## src/rtl/edge_arb_pkg.sv

```systemverilog
// Shared types and defaults for the edge event arbiter.
// EDGE_ARB_OVERFLOW_EN enables the sticky per-channel overflow flags.
package edge_arb_pkg;

   localparam int unsigned NUM_CH_DEFAULT = 4;

   typedef enum logic {
      IDLE,
      OFFER
   } state_t;

endpackage

```

## src/rtl/edge_event_arbiter_if.sv

```systemverilog
// Event offer handshake plus per-channel status between arbiter (master) and consumer (slave).
// EDGE_ARB_OVERFLOW_EN adds the ovf status vector.
interface edge_event_arbiter_if
   import edge_arb_pkg::*;
#(
   parameter int unsigned NUM_CH = NUM_CH_DEFAULT,
   parameter int unsigned CH_W   = $clog2(NUM_CH)
);

   logic              evt_valid;
   logic              evt_ready;
   logic [CH_W-1:0]   evt_ch;
   logic [NUM_CH-1:0] pending;
`ifdef EDGE_ARB_OVERFLOW_EN
   logic [NUM_CH-1:0] ovf;

   modport master (output evt_valid, output evt_ch, output pending, output ovf, input evt_ready);
   modport slave  (input evt_valid, input evt_ch, input pending, input ovf, output evt_ready);
`else
   modport master (output evt_valid, output evt_ch, output pending, input evt_ready);
   modport slave  (input evt_valid, input evt_ch, input pending, output evt_ready);
`endif

endinterface

```

## src/rtl/edge_event_channel.sv

```systemverilog
// One monitored line: rising-edge pulse, outstanding-event flag and optional overflow flag.
// EDGE_ARB_OVERFLOW_EN adds the sticky ovf output.
module edge_event_channel
   import edge_arb_pkg::*;
(
   input  logic clk,
   input  logic resetn,
   input  logic din,
   input  logic clr,
   output logic pending
`ifdef EDGE_ARB_OVERFLOW_EN
   ,
   output logic ovf
`endif
);

   logic din_dly;
   logic edge_q;

   // A new edge beats a same-cycle handshake clear so that event is not lost.
   always_ff @(posedge clk) begin
      if (!resetn) begin
         din_dly <= 1'b0;
         edge_q  <= 1'b0;
         pending <= 1'b0;
      end else begin
         din_dly <= din;
         edge_q  <= din & ~din_dly;
         if (edge_q)
            pending <= 1'b1;
         else if (clr)
            pending <= 1'b0;
      end
   end

`ifdef EDGE_ARB_OVERFLOW_EN
   always_ff @(posedge clk) begin
      if (!resetn)
         ovf <= 1'b0;
      else if (edge_q && pending && !clr)
         ovf <= 1'b1;
   end
`endif

endmodule

```

## src/rtl/edge_event_arbiter.sv

```systemverilog
// Round-robin arbiter turning rising edges on NUM_CH lines into single handshaked events.
// EDGE_ARB_OVERFLOW_EN exposes sticky per-channel overflow flags for merged edges.
module edge_event_arbiter
   import edge_arb_pkg::*;
#(
   parameter int unsigned NUM_CH = NUM_CH_DEFAULT,
   parameter int unsigned CH_W   = $clog2(NUM_CH)
) (
   input  logic                   clk,
   input  logic                   resetn,
   input  logic [NUM_CH-1:0]      din,
   edge_event_arbiter_if.master   evt
);

   state_t            state, state_nxt;
   logic              valid_q, valid_nxt;
   logic [CH_W-1:0]   ch_q, ch_nxt;
   logic [CH_W-1:0]   rr_ptr, rr_nxt;
   logic [CH_W-1:0]   winner;
   logic              hs;
   logic [NUM_CH-1:0] clr;
   logic [NUM_CH-1:0] pend;
`ifdef EDGE_ARB_OVERFLOW_EN
   logic [NUM_CH-1:0] ovf_v;
`endif

   for (genvar i = 0; i < NUM_CH; i++) begin : g_ch
      edge_event_channel u_ch (
         .clk     (clk),
         .resetn  (resetn),
         .din     (din[i]),
         .clr     (clr[i]),
         .pending (pend[i])
`ifdef EDGE_ARB_OVERFLOW_EN
         ,
         .ovf     (ovf_v[i])
`endif
      );
   end

   assign evt.evt_valid = valid_q;
   assign evt.evt_ch    = ch_q;
   assign evt.pending   = pend;
`ifdef EDGE_ARB_OVERFLOW_EN
   assign evt.ovf       = ovf_v;
`endif

   assign hs = (state == OFFER) && evt.evt_ready;

   always_comb begin
      clr = '0;
      for (int unsigned i = 0; i < NUM_CH; i++)
         clr[i] = hs && (ch_q == CH_W'(i));
   end

   // Scan from rr_ptr upward, wrapping, and take the first pending channel.
   always_comb begin
      logic        found;
      logic [31:0] idx;
      winner = '0;
      found  = 1'b0;
      idx    = '0;
      for (int unsigned k = 0; k < NUM_CH; k++) begin
         idx = (32'(rr_ptr) + k) % NUM_CH;
         if (!found && pend[idx[CH_W-1:0]]) begin
            winner = idx[CH_W-1:0];
            found  = 1'b1;
         end
      end
   end

   always_comb begin
      state_nxt = state;
      valid_nxt = valid_q;
      ch_nxt    = ch_q;
      rr_nxt    = rr_ptr;
      case (state)
         IDLE: begin
            if (|pend) begin
               ch_nxt    = winner;
               valid_nxt = 1'b1;
               state_nxt = OFFER;
            end else begin
               valid_nxt = 1'b0;
            end
         end
         OFFER: begin
            if (evt.evt_ready) begin
               valid_nxt = 1'b0;
               state_nxt = IDLE;
               rr_nxt    = (ch_q == CH_W'(NUM_CH - 1)) ? '0 : ch_q + CH_W'(1);
            end
         end
      endcase
   end

   always_ff @(posedge clk) begin
      if (!resetn) begin
         state   <= IDLE;
         valid_q <= 1'b0;
         ch_q    <= '0;
         rr_ptr  <= '0;
      end else begin
         state   <= state_nxt;
         valid_q <= valid_nxt;
         ch_q    <= ch_nxt;
         rr_ptr  <= rr_nxt;
      end
   end

endmodule
```

## src/flat_wrapper.sv

```systemverilog
// flat-port wrapper written by rule: the top's interface ports become plain ports
module edge_event_arbiter_flat import edge_arb_pkg::*;
#(
   parameter int unsigned NUM_CH = NUM_CH_DEFAULT,
   parameter int unsigned CH_W   = $clog2(NUM_CH)
)
  (clk, resetn, din, evt_evt_valid, evt_evt_ch, evt_pending, evt_evt_ready);
  edge_event_arbiter_if #(.NUM_CH(NUM_CH), .CH_W(CH_W)) evt_i ();
  input  logic clk;
  input  logic resetn;
  input  logic [NUM_CH-1:0] din;
  output wire logic [$bits(evt_i.evt_valid)-1:0] evt_evt_valid;
  output wire logic [$bits(evt_i.evt_ch)-1:0] evt_evt_ch;
  output wire logic [$bits(evt_i.pending)-1:0] evt_pending;
  input wire logic [$bits(evt_i.evt_ready)-1:0] evt_evt_ready;
  assign evt_evt_valid = evt_i.evt_valid;
  assign evt_evt_ch = evt_i.evt_ch;
  assign evt_pending = evt_i.pending;
  assign evt_i.evt_ready = evt_evt_ready;
  edge_event_arbiter #(.NUM_CH(NUM_CH), .CH_W(CH_W)) u_core (.clk(clk), .resetn(resetn), .din(din), .evt(evt_i));
endmodule
```

## config.mk

```make
export PLATFORM = sky130hd
export DESIGN_NAME = edge_event_arbiter_flat
export DESIGN_NICKNAME = d
export VERILOG_FILES = /design/src/rtl/edge_arb_pkg.sv /design/src/rtl/edge_event_arbiter_if.sv /design/src/rtl/edge_event_channel.sv /design/src/rtl/edge_event_arbiter.sv /design/src/flat_wrapper.sv
export SDC_FILE = /design/constraint.sdc
export NUM_CORES = 1
export LEC_CHECK = 0
export BUFFER_PORTS_ARGS = -buffer_cell sky130_fd_sc_hd__buf_2
export CAP_MARGIN = 10
export CORE_ASPECT_RATIO = 1.25
export CORE_MARGIN = 2
export CORE_UTILIZATION = 40
export CTS_BUF_LIST = sky130_fd_sc_hd__clkbuf_2
export CTS_CLUSTER_DIAMETER = 40
export DETAILED_ROUTE_END_ITERATION = 16
export SLEW_MARGIN = 20
export SYNTH_ARGS = -nofsm -noshare
export SYNTH_HDL_FRONTEND = slang
export SYNTH_HIERARCHICAL = 1
export SYNTH_SLANG_ARGS = --single-unit
```

## constraint.sdc

```tcl
create_clock -name clk -period 1.4 [get_ports clk]
set_clock_uncertainty 0.15 [all_clocks]
set_input_delay 0 -clock clk [delete_from_list [all_inputs] [get_ports clk]]
set_output_delay 0 -clock clk [all_outputs]
set_load 0.02 [all_outputs]
```

## Word level (Yosys, flattened, before mapping)

Index checks and enable logic that the tools add are counted.

| storage, ports and cells | value |
|---|---|
| register bits | 18 |
| bits in latches | 0 |
| bits in writable memories | 0 |
| memory bits (read-only) | 0 |
| output and inout port bits | 7 |
| logic and storage cells | 85 |
| memories kept | 0 |

| cells by class | value |
|---|---|
| $add $sub $neg | 4 |
| multiply operators | 0 |
| divide/modulo/power cells | 0 |
| $lt $le $gt $ge | 4 |
| equality and inequality tests | 4 |
| shift-type cells | 0 |
| mux-type cells | 29 |
| bitwise operators | 9 |
| reduce and logical (&&, ||, !) cells | 19 |

Operators by type and width:

| operator | number |
|---|---|
| $mux 1 | 18 |
| $lt 2x3->1 const B | 4 |
| $mux 2 | 5 |
| $bmux 1 s2 | 4 |
| $logic_and 1x1->1 | 8 |
| $reduce_bool 2->1 | 4 |
| $not 1->1 | 5 |
| $add 2x1->2 const B | 2 |
| $add 2x2->2 const B | 2 |
| $and 1x1->1 | 4 |
| $eq 2x2->1 const B | 2 |
| $pmux 1 s2 | 2 |
| $reduce_and 2->1 | 2 |
| $reduce_or 4->1 | 1 |
| $logic_not 1->1 | 3 |
| $eq 2x1->1 const B | 1 |
| $logic_not 2->1 | 1 |
| $ne 2x2->1 const B | 1 |

## Depth between registers and ports, before layout

Gate-level depths: netlist (run 1).

| depth | value |
|---|---|
| depth after elaboration | 12 |
| mapped depth | 5 |

## Cells and area by module

The synthesis (run 1) kept the hierarchy.

Modules (own cells, without submodules):

| module | times used | cells each | area an instance (µm²) | seq. area each (µm²) |
|---|---|---|---|---|
| edge_event_arbiter | 1 | 47 | 409.1 | 120.1 |
| edge_event_channel | 4 | 7 | 96.3 | 60.1 |

## Worst setup path after synthesis (run 1)

No wires, ideal clock.

| path | value |
|---|---|
| kind | reg-to-reg |
| from | register u_core.g_ch[0].u_ch.pending |
| to | register u_core.ch_q[0] (netlist: u_core/evt.evt_ch[0]) |
| arrival time | 1.144 ns |
| path slack | 0.010 ns |
| stages on the path, launching flop included | 4 |
| clock period less this slack | 1.390 ns |
| cell sequence | dfxtp_1 > nor4_2 > or2_4 > o41ai_2 |

| on the way | value |
|---|---|
| cells in the longest elaborated chain, start to end | 12 |
| elaborated cells between the ends (all ways) | 23 |
| those cells by class | mux (15); reduce/logical (8) |

RTL lines:

| what | line | source |
|---|---|---|
| start: declaration | edge_event_channel.sv:10 | `output logic pending` |
| start signal: assignment | edge_event_channel.sv:25 | `pending <= 1'b0;` |
| start signal: assignment | edge_event_channel.sv:30 | `pending <= 1'b1;` |
| start signal: assignment | edge_event_channel.sv:32 | `pending <= 1'b0;` |
| $bmux 1 s2 | edge_event_arbiter.sv:65 | `if (!found && pend[idx[CH_W-1:0]]) begin` |
| $mux 1 (implied by the code) | edge_event_arbiter.sv:65 |  |
| $mux 1 | edge_event_arbiter.sv:65 |  |
| $logic_not 1->1 | edge_event_arbiter.sv:65 |  |
| $logic_and 1x1->1 | edge_event_arbiter.sv:65 |  |
| $mux 1 | edge_event_arbiter.sv:65 |  |
| $logic_not 1->1 | edge_event_arbiter.sv:65 |  |
| $logic_and 1x1->1 | edge_event_arbiter.sv:65 |  |
| $mux 1 | edge_event_arbiter.sv:65 |  |
| $logic_not 1->1 | edge_event_arbiter.sv:65 |  |
| $logic_and 1x1->1 | edge_event_arbiter.sv:65 |  |
| $mux 2 | edge_event_arbiter.sv:65 |  |
| end signal: assignment | edge_event_arbiter.sv:106 | `ch_q <= ch_nxt;` |
| end: declaration | edge_event_arbiter.sv:17 | `logic [CH_W-1:0] ch_q, ch_nxt;` |

Several ways; a longest one is shown, not always the timed one. The select of a mux whose other input is x is not followed.
A chain may end at the register's enable or synchronous reset.

## Worst setup path in the final report (run 1)

| path | value |
|---|---|
| from | input port resetn |
| to | register u_core.g_ch[0].u_ch.din_dly |

RTL lines:

| what | line | source |
|---|---|---|
| start: declaration | flat_wrapper.sv:10 | `input logic resetn;` |
| end signal: assignment | edge_event_channel.sv:27 | `din_dly <= din;` |
| end: declaration | edge_event_channel.sv:17 | `logic din_dly;` |

No word-level cell between the ends.

==> results of run 1 <==
## where the power goes
| part | switching, mW | internal [mW] | leakage [nW] | total [mW] |
|---|---|---|---|---|
| registers | 0.0413 | 0.551 | 0.151 | 0.592 |
| clock network | 0.155 | 0.0621 | 0.0140 | 0.217 |
| logic | 0.0894 | 0.105 | 0.314 | 0.195 |
| total | 0.286 | 0.718 | 0.478 | 1.00 |
## through the flow
stage | util | hold slack (ns) | instances
after floorplan | - | -0.0339 | 75
after global routing | 0.528 | 0.305 | 123
final | 0.528 | 0.296 | 123
after CTS | 0.523 | 0.299 | 123
after global placement | 0.462 | 0.0856 | 109
after detailed placement | 0.462 | 0.0859 | 109
## synthesized netlist by cell type (2+ instances only)
cell type,instances,area (sq um)
sky130_fd_sc_hd__a21oi_1,5,25.0
sky130_fd_sc_hd__nand2_1,4,15.0
sky130_fd_sc_hd__o41ai_2,2,32.5
sky130_fd_sc_hd__nor2b_1,4,25.0
sky130_fd_sc_hd__or2b_1,2,15.0
sky130_fd_sc_hd__dfxtp_1,18,360
sky130_fd_sc_hd__and2_4,4,35.0
sky130_fd_sc_hd__and3_1,4,25.0
sky130_fd_sc_hd__nor2b_4,4,55.1
sky130_fd_sc_hd__o211ai_1,2,15.0
sky130_fd_sc_hd__o21a_1,4,30.0
sky130_fd_sc_hd__inv_1,5,18.8
sky130_fd_sc_hd__ha_1,4,50.1
sky130_fd_sc_hd__nor2_1,3,11.3
sky130_fd_sc_hd__mux2i_1,2,20.0
## final cells by class
class                   count  area, sq um
repair buffers             25          183
fillers                   180          915
clock inverters             1         3.75
flip-flops and latches     18          367
well taps                  20         25.0
inverters                   5         18.8
multi-input cells          51          410
clock buffers               3         15.0
## sequential cells by signal (all words and copies together) (netlist names)
signal                    flops
u_core/state                  1
u_core/g_ch.u_ch/pending      4
u_core/evt.evt_ch             2
u_core/rr_ptr                 2
u_core/evt.evt_valid          1
u_core/g_ch.u_ch/din_dly      4
u_core/g_ch.u_ch/edge_q       4
## worst reg2reg max path, stage by stage, from the launching register on
cell and delay (ns):
sky130_fd_sc_hd__dfxtp_1 0.45, sky130_fd_sc_hd__or2_4 0.31, sky130_fd_sc_hd__o41ai_2 0.35
## repair_timing
| action | CTS | global route |
|---|---|---|
| hold buffers | 10 | 0 |
| setup buffers | 0 | 0 |
| endpoints found under the setup margin | 0 | 6 |
| gates resized for setup | 0 | 6 |
| hold endpoints to repair | 18 | 0 |
## metal layers
layer	vias up	global-route usage
met1	287	0.175
met3	2	0.0403
met5	-	0
li1	311	-
met4	0	0.0758
met2	13	0.221
## path summary, 6_finish.rpt
kind	depth (start not counted)	end	startpoint	slack (ns)
max	4	u_core/g_ch[0].u_ch/din_dly$_SDFF_PN0_	resetn	0.0001
min	1	u_core/g_ch[3].u_ch/edge_q$_SDFF_PN0_	u_core/g_ch[3].u_ch/din_dly$_SDFF_PN0_	0.30
max reg2reg	2	u_core/evt.evt_ch[0]$_SDFFE_PN0P_	u_core/state$_SDFF_PN0_	0.06
min reg2reg	1	u_core/g_ch[3].u_ch/edge_q$_SDFF_PN0_	u_core/g_ch[3].u_ch/din_dly$_SDFF_PN0_	0.30
## logic make-up after synthesis
kind of cell	count (synthesis)	share of synthesized area
AOI/OAI and AO/OA	15	0.146
adders and majority gates	4	0.0630
buffers and inverters	6	0.0299
DFF	18	0.454
muxes	2	0.0252
and+or+nand+nor	30	0.282
==> results.yml, run 1 <==
job:
  max_cap_viol_count: 0
clocking:
  clk_root_buffer_cell: "sky130_fd_sc_hd__clkbuf_2"
  cts_max_level: 1
  clock_sink_count: 18
  cts_buffer_depth: 2
  cts_made_buffers: 3
  cts_tree: "built"
  clk_latency_ns: 0.29
  worst_setup_hold_path_clk_slew_ns: 0.17
yosys:
  ys_seq_area_frac: 0.454
  synth_seq_cells: 18
  synth_edf_count: 0
  yosysWarningCount: 6
  syn-num-nets: 86
  netlist_instances: 75
  netlist_area_sq_um: 795
  async_flop_share: 0
  netlist-cell-type-count: 23
  syn_area_per_cell_sq_um: 10.6
  dominantRegCellSynth: "sky130_fd_sc_hd__dfxtp_1"
grt:
  grt_overflow_total: 0
  grt_antenna_before_repair: 0
  first_global_vias: 511
  grt_pass1_wl_mm: 2.31
  grtUsageTotal: 0.141
  largest_net_degree_at_the_start_of_global_routing: 14
setup_path:
  endpoint_kind: "flip-flop"
  path_max_fanout: 13
  path_cells: "dlygate4sd3_1, clkbuf_4, and2_4, dlygate4sd3_1"
  max_stage_delay_ns: 0.54
  startpoint_type: "primary input"
  critical_path_buf_inv_count: 3
  critPathTopFamily: "buffers and inverters"
  cpMostUsedCell: "sky130_fd_sc_hd__dlygate4sd3_1"
  worst-endpoint-required_ns: 1.45
  cp.arrival_ns: 1.45
  timing_worst_setup_path_type: "in2reg"
  slowest_cell_on_the_critical_path: "sky130_fd_sc_hd__dlygate4sd3_1"
drt:
  detail_route.vias_per_cell: 4.98
  dr.first_iter.drc_count: 13
  route.layer.met1.wl_microns: 698
  drt-pass1-iter-count: 4
  drc: 0
  met3_wirelength_microns: 68
  route.top_layer_used: "met4"
  routed_wire_length_per_instance_microns: 12.5
  wl_met2_microns: 759
  vias: 613
  drtAntennaViolNets: 0
  drt-total-wl_mm: 1.54
floorplan:
  initial_utilization: 0.410
  core_region_area_sq_um: 1940
  fp.dieArea_sq_um: 2360
  die_w_microns: 43.9
  io-pin-count: 14
  die-height_microns: 53.8
  number_of_rows_in_the_core_area: 18
finish:
  finalNetCount: 115
  mostFrequentLayoutCell: "sky130_fd_sc_hd__dfxtp_1"
  synthToLayoutAreaGrowth_pct: 28.7
  final_layout_size_suffix_gt1_frac: 0.350
  number_of_diodes: 0
  most-common-layout-cells: "13 x sky130_fd_sc_hd__dfxtp_1, 12 x sky130_fd_sc_hd__buf_2, 10 x sky130_fd_sc_hd__dlygate4sd3_1"
  layout.cell_area.non_filler_sq_um: 1020
pwr:
  power.leakage_nw: 0.478
  pwr_dens_nw_per_um2: 982
  vdd_ir_drop_max_uv: 472
  design_power_total_mw: 1.00
placed_design:
  routability_congestion: 0.809
  buffer_ports.inserted: 13
  placedInstanceArea_sq_um: 895
  dp_worst_setup_slack_ns: 0.0681
  detailedPlacementHpwl_mm: 1.04
timing:
  worst_slew_margin_rel: 0.774
  post-route-period-util: 1.00
  totalNegativeSetupSlack_ns: 0
  post-route-worst-setup-slack_ns: 0.000140
  timing.final.crit_period_ns: 1.40
  setup-violations-final: 0
  maxSlewViolCount: 0
  rsz0062_at_grt: "yes"
  final_hold_viol_count: 0
  max_freq_mhz: 714
  worst-slew-pin-transition_ns: 0.338
worst_hold_path:
  hold_wc_path_type: "reg2reg"
run_status:
  outcome: "finished, final reports clean"
Power figures use the tool's default switching activity.
==> inputs of run 2 (changes only) <==
--- a/config.mk
+++ b/config.mk
@@ -5,6 +5,7 @@
 export SDC_FILE = /design/constraint.sdc
 export NUM_CORES = 1
 export LEC_CHECK = 0
+export ABC_AREA = 1
 export BUFFER_PORTS_ARGS = -buffer_cell sky130_fd_sc_hd__buf_2
 export CAP_MARGIN = 10
 export CORE_ASPECT_RATIO = 1.25
==> run 2 against run 1 <==
- final cell count rose by 63%
- die area grew 15%
- count of clock-buffer cells in the layout is the same
- critical path depth is 5 higher
- area after synthesis is 17% higher
- sequential share of layout area shrank 5.3 points
- utilization up 2.6 points
- first-iteration DRC count did not move
- global-route usage up 1.4 points
- wire length grew 19%
- synthesized cell count rose by 84%
- via count rose by 44%
==> results.yml, run 2 <==
run_status:
  outcome: "finished, final reports clean"
floorplan:
  core_region_area_sq_um: 2190
  fp.dieArea_sq_um: 2720
  initial_utilization: 0.424
  die_w_microns: 47.1
  number_of_rows_in_the_core_area: 19
  io-pin-count: 14
  die-height_microns: 57.8
pwr:
  power_switching_share: 0.341
  p_clk_frac: 0.184
  power.share.combinational: 0.308
  vdd_ir_drop_max_uv: 630
  internal_power_uw: 766
  seq_power_share: 0.508
  pwr_dens_nw_per_um2: 960
  switchingPower_uw: 396
  power.leakage_nw: 0.628
timing:
  worst-slew-pin-transition_ns: 0.353
  timing.final.crit_period_ns: 1.35
  final.hold.worst_slack_ns: 0.246
  post-route-worst-setup-slack_ns: 0.0517
  final_hold_viol_count: 0
  max_freq_mhz: 742
  worst_slew_margin_rel: 0.764
  setup-violations-final: 0
  post-route-period-util: 0.963
  rsz0062_at_grt: "yes"
  maxSlewViolCount: 0
  totalNegativeSetupSlack_ns: 0
yosys:
  yosysWarningCount: 6
  netlist-cell-type-count: 16
  async_flop_share: 0
  dominantRegCellSynth: "sky130_fd_sc_hd__dfxtp_1"
  post_synthesis_cell_type_with_the_largest_combined_area: "sky130_fd_sc_hd__dfxtp_1"
  ys_seq_area_frac: 0.389
  synth_area_leaders: "sky130_fd_sc_hd__dfxtp_1 39%, sky130_fd_sc_hd__nand2_1 15%, sky130_fd_sc_hd__inv_1 13%, sky130_fd_sc_hd__nor2_1 6.1%, sky130_fd_sc_hd__ha_1 5.4%"
  synth_seq_cells: 18
  syn_area_per_cell_sq_um: 6.72
  synth_top_cells_by_count: "37 x sky130_fd_sc_hd__nand2_1, 31 x sky130_fd_sc_hd__inv_1, 18 x sky130_fd_sc_hd__dfxtp_1, 15 x sky130_fd_sc_hd__nor2_1, 8 x sky130_fd_sc_hd__nand3_1"
  synthMostInstantiatedCell: "sky130_fd_sc_hd__nand2_1"
  synth_top_area_share: 0.389
  netlist_instances: 138
  syn-num-nets: 149
  synth_edf_count: 0
  netlist_area_sq_um: 927
drt:
  drtAntennaViolNets: 0
  drc: 0
  route.layer.met1.wl_microns: 754
  vias: 880
  drt-pass1-iter-count: 4
  route.top_layer_used: "met4"
  wl_met2_mm: 1.00
  dr.first_iter.drc_count: 13
  met3_wirelength_microns: 38
  routed_wire_length_per_instance_microns: 9.14
  detail_route.vias_per_cell: 4.40
  drt-total-wl_mm: 1.83
placed_design:
  placedInstanceArea_sq_um: 1050
  buffer_ports.inserted: 13
  routability_congestion: 0.738
  dp_worst_setup_slack_ns: 0.0178
  detailedPlacementHpwl_mm: 1.32
grt:
  first_global_vias: 795
  grt_pass1_wl_mm: 3.09
  grt_overflow_total: 0
  grtUsageTotal: 0.155
  grt_antenna_before_repair: 0
  largest_net_degree_at_the_start_of_global_routing: 11
setup_path:
  path_max_fanout: 9
  max_stage_delay_ns: 0.36
  timing_worst_setup_path_type: "reg2reg"
  critical_path_buf_inv_count: 1
  slowest_cell_on_the_critical_path: "sky130_fd_sc_hd__dfxtp_2"
  endpoint_kind: "flip-flop"
  worst-endpoint-required_ns: 1.46
  critPathTopFamily: "simple AND/OR/NAND/NOR gates"
  cp.arrival_ns: 1.41
  path_cells: "buf_6, nand2_1, nand3_2, nand2_2, nor2_4, nand3b_1, nand2_1, nor2_1, nor2_1"
  startpoint_type: "flip-flop"
finish:
  mostFrequentLayoutCell: "sky130_fd_sc_hd__nand2_1"
  synthToLayoutAreaGrowth_pct: 30.6
  final_core_utilization: 0.554
  layout.cell_area.non_filler_sq_um: 1210
  number_of_diodes: 0
  finalNetCount: 181
  largestRegisters: "u_core/g_ch.u_ch/din_dly (4), u_core/g_ch.u_ch/edge_q (4), u_core/g_ch.u_ch/pending (4)"
  final_layout_size_suffix_gt1_frac: 0.278
  most-common-layout-cells: "33 x sky130_fd_sc_hd__nand2_1, 30 x sky130_fd_sc_hd__inv_1, 15 x sky130_fd_sc_hd__nor2_1"
clocking:
  cts_buffer_depth: 2
  cts_max_level: 1
  clock_sink_count: 18
  clk_latency_ns: 0.29
  cts_tree: "built"
  worst_setup_hold_path_clk_slew_ns: 0.17
  cts_made_buffers: 3
  clk_root_buffer_cell: "sky130_fd_sc_hd__clkbuf_2"
job:
  max_cap_viol_count: 0
worst_hold_path:
  hold_wc_path_type: "reg2reg"
==> run 2: power by group through the flow <==
stage                     registers, mW  clock network (mW)  logic (mW)
final                             0.591               0.214       0.358
after global routing              0.597               0.253       0.404
after CTS                         0.587               0.226       0.341
after detailed placement          0.599                   0       0.319
after global placement            0.597                   0       0.309
after floorplan                   0.622                   0       0.202
==> run 2: path summary, 6_finish.rpt <==
| path | from | end | slack (ns) | cells past startpoint |
|---|---|---|---|---|
| setup reg to reg | u_core/rr_ptr[0]$_SDFFE_PN0P_ | u_core/evt.evt_ch[1]$_SDFFE_PN0P_ | 0.05 | 9 |
| hold reg to reg | u_core/g_ch[2].u_ch/din_dly$_SDFF_PN0_ | u_core/g_ch[2].u_ch/edge_q$_SDFF_PN0_ | 0.25 | 1 |
| hold / removal | u_core/g_ch[2].u_ch/din_dly$_SDFF_PN0_ | u_core/g_ch[2].u_ch/edge_q$_SDFF_PN0_ | 0.25 | 1 |
| setup / recovery | u_core/rr_ptr[0]$_SDFFE_PN0P_ | u_core/evt.evt_ch[1]$_SDFFE_PN0P_ | 0.05 | 9 |
==> run 2: logic make-up after synthesis <==
kind of cell	synth area share
flops	0.389
buf+inv	0.138
fa+ha+maj	0.0540
simple gates	0.333
compound gates	0.0864
==> run 2: final cells by class <==
type,count,area [sq um]
timing repair buffer,28,206
fill,245,976
multi-input combinational,87,454
sequential,18,370
inverter,32,123
clock inverter,1,3.75
tap,31,38.8
clock buffer,3,15.0
==> run 2: what timing repair did <==
item                       in CTS  in global routing
setup endpoints to repair       0                  2
buffers inserted                0                  2
hold endpoints to repair       18                  0
gates resized for setup         0                 15
hold buffers                   10                  0
==> run 2: per-stage QoR <==
step / power (mW) / instances
floorplan: 0.824 / 138
global placement: 0.906 / 184
detailed placement: 0.918 / 184
CTS: 1.16 / 198
global route: 1.25 / 200
finish: 1.16 / 200
==> run 2: routing by layer <==
| layer | GRT usage | vias up |
|---|---|---|
| met1 | 0.172 | 396 |
| met4 | 0.0595 | 0 |
| met5 | 0 | - |
| li1 | - | 469 |
| met2 | 0.280 | 11 |
| met3 | 0.0280 | 4 |
==> inputs of run 3 (changes only) <==
--- a/config.mk
+++ b/config.mk
@@ -14,6 +14,8 @@
 export CTS_BUF_LIST = sky130_fd_sc_hd__clkbuf_2
 export CTS_CLUSTER_DIAMETER = 40
 export DETAILED_ROUTE_END_ITERATION = 16
+export HOLD_SLACK_MARGIN = 0.03
+export REMOVE_ABC_BUFFERS = 1
 export SLEW_MARGIN = 20
 export SYNTH_ARGS = -nofsm -noshare
 export SYNTH_HDL_FRONTEND = slang
==> run 3 against run 2 <==
- first-iteration DRC count decreased by 7.7%
- utilization increased by 0.23 points
- sequential power about the same
- non-clock buffer count did not move
- clock power rose by 2%
- critical endpoint unchanged
- highest routed layer unchanged
==> results.yml, run 3 (synthesis gave the netlist of run 2 again) <==
clocking:
  cts_buffer_depth: 2
  cts_tree: "built"
  clk_latency_ns: 0.30
  cts_made_buffers: 3
  worst_setup_hold_path_clk_slew_ns: 0.17
  clock_sink_count: 18
  cts_max_level: 1
  clk_root_buffer_cell: "sky130_fd_sc_hd__clkbuf_2"
drt:
  drc: 0
  dr.first_iter.drc_count: 12
  drtAntennaViolNets: 0
  drt-pass1-iter-count: 4
  detail_route.vias_per_cell: 4.25
  routed_wire_length_per_instance_microns: 8.90
  drt-total-wl_mm: 1.78
  vias: 850
placed_design:
  detailedPlacementHpwl_mm: 1.30
  buffer_ports.inserted: 13
  routability_congestion: 0.807
  dpl_cells: 184
finish:
  finalNetCount: 181
  post_route_insts_no_fill: 200
  number_of_diodes: 0
  mostFrequentLayoutCell: "sky130_fd_sc_hd__nand2_1"
  final_layout_size_suffix_gt1_frac: 0.272
  synthToLayoutAreaGrowth_pct: 31.2
  final_core_utilization: 0.556
  most-common-layout-cells: "32 x sky130_fd_sc_hd__nand2_1, 30 x sky130_fd_sc_hd__inv_1, 16 x sky130_fd_sc_hd__dfxtp_1"
  final.fill_count: 231
  largestRegisters: "u_core/g_ch.u_ch/din_dly (4), u_core/g_ch.u_ch/edge_q (4), u_core/g_ch.u_ch/pending (4)"
  multiInputGateArea_sq_um: 469
  seq_area_sq_um: 363
grt:
  grtUsageTotal: 0.157
  grt_overflow_total: 0
  grt_pass1_wl_mm: 3.13
  first_global_vias: 788
  grt_antenna_before_repair: 0
  largest_net_degree_at_the_start_of_global_routing: 11
timing:
  setup-violations-final: 0
  max_freq_mhz: 727
  worst-slew-pin-transition_ns: 0.335
  maxSlewViolCount: 0
  post-route-period-util: 0.983
  timing.final.crit_period_ns: 1.38
  final_hold_viol_count: 0
  worst_slew_margin_rel: 0.776
  rsz0062_at_grt: "yes"
setup_path:
  regToRegEndpoint: "u_core/evt.evt_ch[1]$_SDFFE_PN0P_"
  r2r_cells: 10
  critical_path.reg2reg.startpoint: "u_core/rr_ptr[0]$_SDFFE_PN0P_"
  cp.arrival_ns: 1.43
  r2r_slack_ns: 0.02
  timing_worst_setup_path_type: "reg2reg"
  critical_path.startpoint: "u_core/rr_ptr[0]$_SDFFE_PN0P_"
  startpoint_type: "flip-flop"
  max_stage_delay_ns: 0.39
  slowest_cell_on_the_critical_path: "sky130_fd_sc_hd__dfxtp_2"
  path_cells: "buf_6, nand2_1, nand2_2, nand2_2, nand2_4, nor2_4, nand3_1, nand2_1, nor2_2, nor2_1"
  endpoint_kind: "flip-flop"
  path_max_fanout: 8
  critical_path.endpoint: "u_core/evt.evt_ch[1]$_SDFFE_PN0P_"
  worst-endpoint-required_ns: 1.45
floorplan:
  initial_utilization: 0.424
  die-height_microns: 57.8
  fp.dieArea_sq_um: 2720
  number_of_rows_in_the_core_area: 19
  core_region_area_sq_um: 2190
  die_w_microns: 47.1
  io-pin-count: 14
pwr:
  pwr_dens_nw_per_um2: 965
  power.leakage_nw: 0.630
  vdd_ir_drop_max_uv: 807
job:
  max_cap_viol_count: 0
run_status:
  outcome: "finished, final reports clean"
worst_hold_path:
  hold_wc_path_type: "reg2reg"
[run 3: metrics by stage]
step	worst slack, ns	power [mW]	setup TNS [ns]	instance area (sq um)	hold WS, ns
after floorplan	-0.0642	0.821	-0.126	920	-0.0385
after global placement	0.0102	0.907	0	1050	0.0513
after detailed placement	-0.00713	0.914	-0.00713	1050	0.0593
after CTS	0.00164	1.15	0	1170	0.248
after global routing	-0.102	1.26	-0.288	1220	0.263
final	0.0237	1.17	0	1220	0.245
[run 3: timing repair]
action / 4_1_cts / 5_1_grt
gates resized for setup: 4 / 9
hold endpoints to repair: 18 / 0
pin swaps: 0 / 5
hold buffers: 10 / 0
buffers inserted: 0 / 2
setup endpoints to repair: 2 / 5
[run 3: area by class of cell]
class,count,share of cell area
multi-input combinational,87,0.386
sequential,18,0.298
timing repair buffer,28,0.170
inverter,32,0.0988
tap,31,0.0319
clock buffer,3,0.0123
clock inverter,1,0.00309
[run 3: power breakdown]
part | switching, mW | internal [mW]
combinational | 0.213 | 0.152
sequential | 0.0329 | 0.557
clock | 0.156 | 0.0621
total | 0.402 | 0.771
[run 3: critical path, delay by kind of cell (launching register included)]
family | cells | cell delay, ns
and+or+nand+nor | 9 | 0.60
DFF | 1 | 0.39
buffers and inverters | 1 | 0.13
[run 3: metal layers]
| layer | vias up | track usage | routed length, microns | part of all wire |
|---|---|---|---|---|
| met5 | - | 0 | 0 | 0 |
| met4 | 0 | 0.0714 | 26 | 0.015 |
| met2 | 8 | 0.254 | 913 | 0.51 |
| li1 | 469 | - | - | - |
| met3 | 4 | 0.0187 | 30 | 0.017 |
| met1 | 369 | 0.202 | 809 | 0.45 |
[run 3: worst min-delay path by stage]
stage | startpoint | endpoint | slack [ns] | cells after the start
final | u_core/g_ch[2].u_ch/din_dly$_SDFF_PN0_ | u_core/g_ch[2].u_ch/edge_q$_SDFF_PN0_ | 0.24 | 1
after global routing | u_core/g_ch[3].u_ch/din_dly$_SDFF_PN0_ | u_core/g_ch[3].u_ch/edge_q$_SDFF_PN0_ | 0.26 | 1
after CTS | u_core/g_ch[3].u_ch/din_dly$_SDFF_PN0_ | u_core/g_ch[3].u_ch/edge_q$_SDFF_PN0_ | 0.25 | 1
after detailed placement | din[2] | u_core/g_ch[2].u_ch/din_dly$_SDFF_PN0_ | 0.06 | 3
after global placement | din[0] | u_core/g_ch[0].u_ch/din_dly$_SDFF_PN0_ | 0.05 | 3
after floorplan | resetn | u_core/g_ch[0].u_ch/din_dly$_SDFF_PN0_ | -0.04 | 2
